[src/rtl/sipo_frame_receiver_if.sv]
`default_nettype none
// ============================================================================
// Module   : sipo_frame_receiver_if
// Brief    : Valid/ready word holding-register bus out of the frame receiver.
// Revision : 1.0
// ============================================================================
interface sipo_frame_receiver_if #(
    parameter int WIDTH = 8
);
    logic [WIDTH-1:0] out_data;
    logic             out_valid;
    logic             out_ready;

    modport master (
        output out_data,
        output out_valid,
        input  out_ready
    );

    modport slave (
        input  out_data,
        input  out_valid,
        output out_ready
    );
endinterface
`default_nettype wire

[src/rtl/sipo_frame_receiver.sv]
`default_nettype none
// ============================================================================
// Module   : sipo_frame_receiver
// Brief    : Serial-in/parallel-out frame receiver with valid/ready output,
//            sticky overrun flag and frame-abort pulse.
// Revision : 1.0
// ============================================================================
module sipo_frame_receiver #(
    parameter int WIDTH      = 8,
    parameter bit MSB_FIRST  = 1'b1,
    parameter bit CONTINUOUS = 1'b0
) (
    input  wire logic             clk,
    input  wire logic             rst,
    input  wire logic             ser_in,
    input  wire logic             shift_en,
    input  wire logic             frame_start,
    sipo_frame_receiver_if.master out_if,
    output logic [WIDTH-1:0]      shift_q,
    output logic                  busy,
    output logic                  overrun,
    input  wire logic             ovr_clr,
    output logic                  frame_abort
);

    localparam int CNT_W = $clog2(WIDTH);
    localparam logic [CNT_W-1:0] c_last_bit = CNT_W'(WIDTH - 1);

    typedef enum logic [0:0] {
        IDLE  = 1'b0,
        SHIFT = 1'b1
    } state_t;

    state_t           r_state;
    state_t           w_state_nxt;
    logic [CNT_W-1:0] r_bit_cnt;
    logic [CNT_W-1:0] w_bit_cnt_nxt;
    logic [CNT_W-1:0] w_cnt_base;
    logic [WIDTH-1:0] r_shift_q;
    logic [WIDTH-1:0] w_shift_nxt;
    logic [WIDTH-1:0] w_shift_base;
    logic [WIDTH-1:0] w_shifted;
    logic [WIDTH-1:0] r_out_data;
    logic             r_out_valid;
    logic             r_overrun;
    logic             r_frame_abort;
    logic             w_do_shift;
    logic             w_complete;
    logic             w_abort;
    logic             w_accept;
    logic             w_drop;

    // A frame_start restarts from an empty register, so the same-cycle bit
    // is shifted into zeros rather than into the stale partial frame.
    assign w_shift_base = frame_start ? '0 : r_shift_q;
    assign w_cnt_base   = frame_start ? '0 : r_bit_cnt;
    assign w_do_shift   = shift_en && (frame_start || (r_state == SHIFT));
    assign w_complete   = w_do_shift && (w_cnt_base == c_last_bit);
    assign w_abort      = frame_start && (r_state == SHIFT) && (r_bit_cnt != '0);
    assign w_accept     = w_complete && (!r_out_valid || out_if.out_ready);
    assign w_drop       = w_complete && r_out_valid && !out_if.out_ready;

    generate
        if (MSB_FIRST) begin : g_msb_first
            assign w_shifted = {w_shift_base[WIDTH-2:0], ser_in};
        end else begin : g_lsb_first
            assign w_shifted = {ser_in, w_shift_base[WIDTH-1:1]};
        end
    endgenerate

    always_comb begin
        w_state_nxt   = r_state;
        w_bit_cnt_nxt = r_bit_cnt;
        w_shift_nxt   = r_shift_q;
        if (frame_start) begin
            w_state_nxt   = SHIFT;
            w_bit_cnt_nxt = '0;
            w_shift_nxt   = '0;
        end
        if (w_do_shift) begin
            w_shift_nxt   = w_shifted;
            w_bit_cnt_nxt = w_complete ? '0 : (w_cnt_base + CNT_W'(1));
        end
        if (w_complete) begin
            w_state_nxt = CONTINUOUS ? SHIFT : IDLE;
        end
    end

    always_ff @(posedge clk) begin
        if (rst) begin
            r_state       <= IDLE;
            r_bit_cnt     <= '0;
            r_shift_q     <= '0;
            r_out_data    <= '0;
            r_out_valid   <= 1'b0;
            r_overrun     <= 1'b0;
            r_frame_abort <= 1'b0;
        end else begin
            r_state       <= w_state_nxt;
            r_bit_cnt     <= w_bit_cnt_nxt;
            r_shift_q     <= w_shift_nxt;
            r_frame_abort <= w_abort;
            // A completion with a same-cycle consume replaces the word in place.
            if (w_accept) begin
                r_out_data  <= w_shifted;
                r_out_valid <= 1'b1;
            end else if (r_out_valid && out_if.out_ready) begin
                r_out_valid <= 1'b0;
            end
            if (w_drop) begin
                r_overrun <= 1'b1;
            end else if (ovr_clr) begin
                r_overrun <= 1'b0;
            end
        end
    end

    assign out_if.out_data  = r_out_data;
    assign out_if.out_valid = r_out_valid;
    assign shift_q          = r_shift_q;
    assign busy             = (r_state == SHIFT);
    assign overrun          = r_overrun;
    assign frame_abort      = r_frame_abort;

endmodule
`default_nettype wire

[src/flat_wrapper.sv]
// flat-port wrapper written by rule: the top's interface ports become plain ports
module sipo_frame_receiver_flat 
#(
    parameter int WIDTH      = 8,
    parameter bit MSB_FIRST  = 1'b1,
    parameter bit CONTINUOUS = 1'b0
)
  (clk, rst, ser_in, shift_en, frame_start, shift_q, busy, overrun, ovr_clr, frame_abort, out_if_out_data, out_if_out_valid, out_if_out_ready);
  sipo_frame_receiver_if #(.WIDTH(WIDTH)) out_if_i ();
  input  wire logic clk;
  input  wire logic rst;
  input  wire logic ser_in;
  input  wire logic shift_en;
  input  wire logic frame_start;
  output logic [WIDTH-1:0] shift_q;
  output logic busy;
  output logic overrun;
  input  wire logic ovr_clr;
  output logic frame_abort;
  output wire logic [$bits(out_if_i.out_data)-1:0] out_if_out_data;
  output wire logic [$bits(out_if_i.out_valid)-1:0] out_if_out_valid;
  input wire logic [$bits(out_if_i.out_ready)-1:0] out_if_out_ready;
  assign out_if_out_data = out_if_i.out_data;
  assign out_if_out_valid = out_if_i.out_valid;
  assign out_if_i.out_ready = out_if_out_ready;
  sipo_frame_receiver #(.WIDTH(WIDTH), .MSB_FIRST(MSB_FIRST), .CONTINUOUS(CONTINUOUS)) u_core (.clk(clk), .rst(rst), .ser_in(ser_in), .shift_en(shift_en), .frame_start(frame_start), .out_if(out_if_i), .shift_q(shift_q), .busy(busy), .overrun(overrun), .ovr_clr(ovr_clr), .frame_abort(frame_abort));
endmodule
[config.mk]
export PLATFORM = sky130hd
export DESIGN_NAME = sipo_frame_receiver_flat
export DESIGN_NICKNAME = d
export VERILOG_FILES = /design/src/rtl/sipo_frame_receiver_if.sv /design/src/rtl/sipo_frame_receiver.sv /design/src/flat_wrapper.sv
export SDC_FILE = /design/constraint.sdc
export NUM_CORES = 1
export LEC_CHECK = 0
export ABC_AREA = 1
export CAP_MARGIN = 30
export CORE_UTILIZATION = 45
export DETAILED_ROUTE_END_ITERATION = 12
export PLACE_DENSITY = 0.74
export SKIP_CTS_REPAIR_TIMING = 1
export SLEW_MARGIN = 25
export SYNTH_ARGS = -nofsm -noshare
export SYNTH_HDL_FRONTEND = slang
export SYNTH_SLANG_ARGS = --single-unit
[constraint.sdc]
create_clock -name clk -period 3.1 [get_ports clk]
set_clock_uncertainty 0.15 [all_clocks]
set_input_delay 0.31 -clock clk [delete_from_list [all_inputs] [get_ports clk]]
set_output_delay 0.31 -clock clk [all_outputs]
set_load 0.1 [all_outputs]
==> flow_summary.json <==
{
  "die_area_um2": 2536,
  "switching_power_uw": 181.7,
  "powerDensity_nw_per_um2": 444.7,
  "drv_slew": 0,
  "fin_nets": 172,
  "critPathLaunchType": "input pin",
  "dr.first_iter.drc_count": 19,
  "worstRegToRegCells": 8,
  "num_rows": 17,
  "synth_fa_ha_area_share_pct": 2.378,
  "grt_max_degree": 21,
  "hold_slack_ns": 0.3309,
  "finalHoldViolations": 0,
  "grt_pass1_vias": 810,
  "cts.sinks": 23,
  "clock_latency_ns": 0.31,
  "arrival_ns": 2.33,
  "die_y_um": 50.36,
  "power.leakage_nw": 0.6230,
  "regToRegSetupSlack_ns": 1.26,
  "synth-seq-cells": 23,
  "synthSimpleGateAreaFrac_pct": 30.56,
  "grt_pass1_wl_mm": 3.394,
  "synth_area_um2": 1052,
  "r2r_start": "u_core.r_bit_cnt[0]$_SDFF_PP0_",
  "synth_most_common_cell": "nor2_1",
  "crit_path_max_fanout": 10,
  "diodes": 0,
  "htreeDepth": 1,
  "tritoncts.num_buffers": 3,
  "wl_per_cell_um": 10.79,
  "synth_mux_area_share_pct": 0,
  "cp-endpoint": "u_core.out_if.out_data[3]$_SDFFE_PP0P_",
  "cts_tree": "built",
  "power_frac_clock_pct": 24.4,
  "cts_buffer_depth": 2,
  "synth_top_family_by_area": "simple AND/OR/NAND/NOR gates",
  "n_fill_cell": 226,
  "root_buffer": "clkbuf_4",
  "synth_area_leader_cell": "dfxtp_1",
  "routed_wl_mm": 2.050,
  "hp-class": "reg -> reg",
  "p_int_uw": 384.1,
  "synth_common_cells": "nor2_1, dfxtp_1, inv_1, nand2_1, a21oi_1",
  "portBuffers": 26,
  "vias_per_cell": 4.863,
  "route.detailed.drc": 0,
  "r2r_end": "u_core.out_if.out_data[3]$_SDFFE_PP0P_",
  "grt_util_all_layers_pct": 17.76,
  "period_needed_ns": 2.231,
  "worstSetupStartpoint": "frame_start",
  "fmax_mhz": 448.3,
  "ioPinCount": 27,
  "maxSlewHeadroom_pct": 64.21,
  "firstDrtPassIters": 4,
  "finalSetupViolCount": 0,
  "drive_above_1_share_pct": 20.99,
  "ant_nets": 0,
  "worstMarginPinSlew_ns": 0.5363,
  "crit_path_end_kind": "flip-flop",
  "synthTopCellsByArea": "dfxtp_1, nor2_1, inv_1",
  "combPwrFrac_pct": 20.7,
  "synth_compound_area_share_pct": 9.988,
  "holdCritStartpoint": "u_core.overrun$_SDFFE_PP0P_",
  "start_util_pct": 47.57,
  "ys_seq_area_share_pct": 43.76,
  "swShare_pct": 32.12,
  "cp.required_ns": 3.20,
  "die_w_um": 50.36,
  "hpwl_mm": 1.517,
  "synthArstFlopShare_pct": 0,
  "ys_warn_count": 0,
  "antenna_found_initial": 0,
  "gp_congestion": 0.8423,
  "cap_violations": 0,
  "fin_tns_setup_ns": 0,
  "ir_drop_uv": 280.2,
  "clk_pin_slew_ns": 0.12,
  "yosysUniqueCellTypes": 23,
  "synth_ff_type": "dfxtp_1",
  "core_area_um2": 2212,
  "synth-edff-count": 0,
  "finalCritPeriodShare_pct": 71.96,
  "grt_overflow": 0,
  "syn2layout_area_growth_pct": 20.93,
  "p_seq_share_pct": 55.0,
  "outcome": "complete, no violations",
  "path_class": "in -> reg",
  "rsz0062_at_grt": "false",
  "num_vias": 924,
  "syn_nets": 147,
  "synth_cells": 138,
  "yosysTopAreaCellShare_pct": 43.76,
  "syn_avg_cell_area_um2": 7.625,
  "synthXorXnorAreaFrac_pct": 0
}
## worst max-delay path, stage by stage
cell and delay [ns]:
clkdlybuf4s50_1 0.64, nor2_1 0.29, ha_1 0.19, ha_1 0.39, nand3_2 0.15, nor2_2 0.19
nor2_1 0.06, nor2_1 0.10
## state kept, by name, summed over array words and instances (netlist names)
signal,count
u_core.busy,1
u_core.frame_abort,1
u_core.out_if.out_data,8
u_core.out_if.out_valid,1
u_core.overrun,1
u_core.r_bit_cnt,3
u_core.shift_q,8
## cell families after synthesis
group	after synthesis
and+or+nand+nor	63
DFF	23
adders and majority gates	2
AOI/OAI and AO/OA	21
buffers and inverters	29
## power groups by stage
stage | Sequential, mW | Clock [mW] | Combinational, mW
global route | 0.312 | 0.154 | 0.124
floorplan | 0.367 | 0 | 0.0448
global placement | 0.317 | 0 | 0.115
CTS | 0.311 | 0.143 | 0.117
detailed placement | 0.318 | 0 | 0.117
finish | 0.311 | 0.138 | 0.117
## worst min path at each step
| stage | slack (ns) | cells after the start | endpoint |
|---|---|---|---|
| floorplan | 0.23 | 1 | u_core.out_if.out_valid$_SDFFE_PP0P_ |
| global placement | 0.31 | 2 | u_core.overrun$_SDFFE_PP0P_ |
| detailed placement | 0.31 | 2 | u_core.overrun$_SDFFE_PP0P_ |
| CTS | 0.33 | 2 | u_core.overrun$_SDFFE_PP0P_ |
| global route | 0.35 | 2 | u_core.overrun$_SDFFE_PP0P_ |
| finish | 0.33 | 2 | u_core.overrun$_SDFFE_PP0P_ |
## layer usage
metal	vias to the layer above	GRT usage [%]	wire [µm]
met5	-	0	0
met4	0	9.259	38
met3	5	2.121	86
met2	27	29.33	977
met1	413	22.51	947
li1	479	-	-
## area by class of cell
| type | instances | area [µm²] | share of cell area (%) |
|---|---|---|---|
| timing repair buffer | 26 | 210.2 | 16.52 |
| clock buffer | 4 | 26.28 | 2.065 |
| sequential | 23 | 460.4 | 36.18 |
| tap | 28 | 35.03 | 2.753 |
| inverter | 23 | 88.84 | 6.981 |
| multi-input combinational | 86 | 451.7 | 35.50 |
## layout by cell type, fill, tap and decap left out, types with 2 or more instances in the layout
cell type	synthesis	routed
nand3_1	3	3
a21oi_1	11	11
clkbuf_4	0	3
nand3_2	3	3
dfxtp_1	23	23
buf_4	0	20
inv_1	21	21
nand2_1	17	17
nor2_1	29	29
o21ai_0	8	8
o21ai_1	2	2
nand4_1	5	5
ha_1	2	2
clkdlybuf4s50_1	0	6
## stage by stage
stage          std cells  worst slack (ns)  util, %  total power, mW  cell area [µm²]
2_1_floorplan        138             1.176        -           0.4123             1052
3_3_place_gp         186            0.7078    56.33           0.4327             1246
3_5_place_dp         186            0.6083    56.33           0.4345             1246
4_1_cts              190            0.9123    57.52           0.5707             1272
5_1_grt              190            0.7303    57.52           0.5904             1272
6_report             190            0.8692    57.52           0.5658             1272
(Power assumes the default switching activity.)
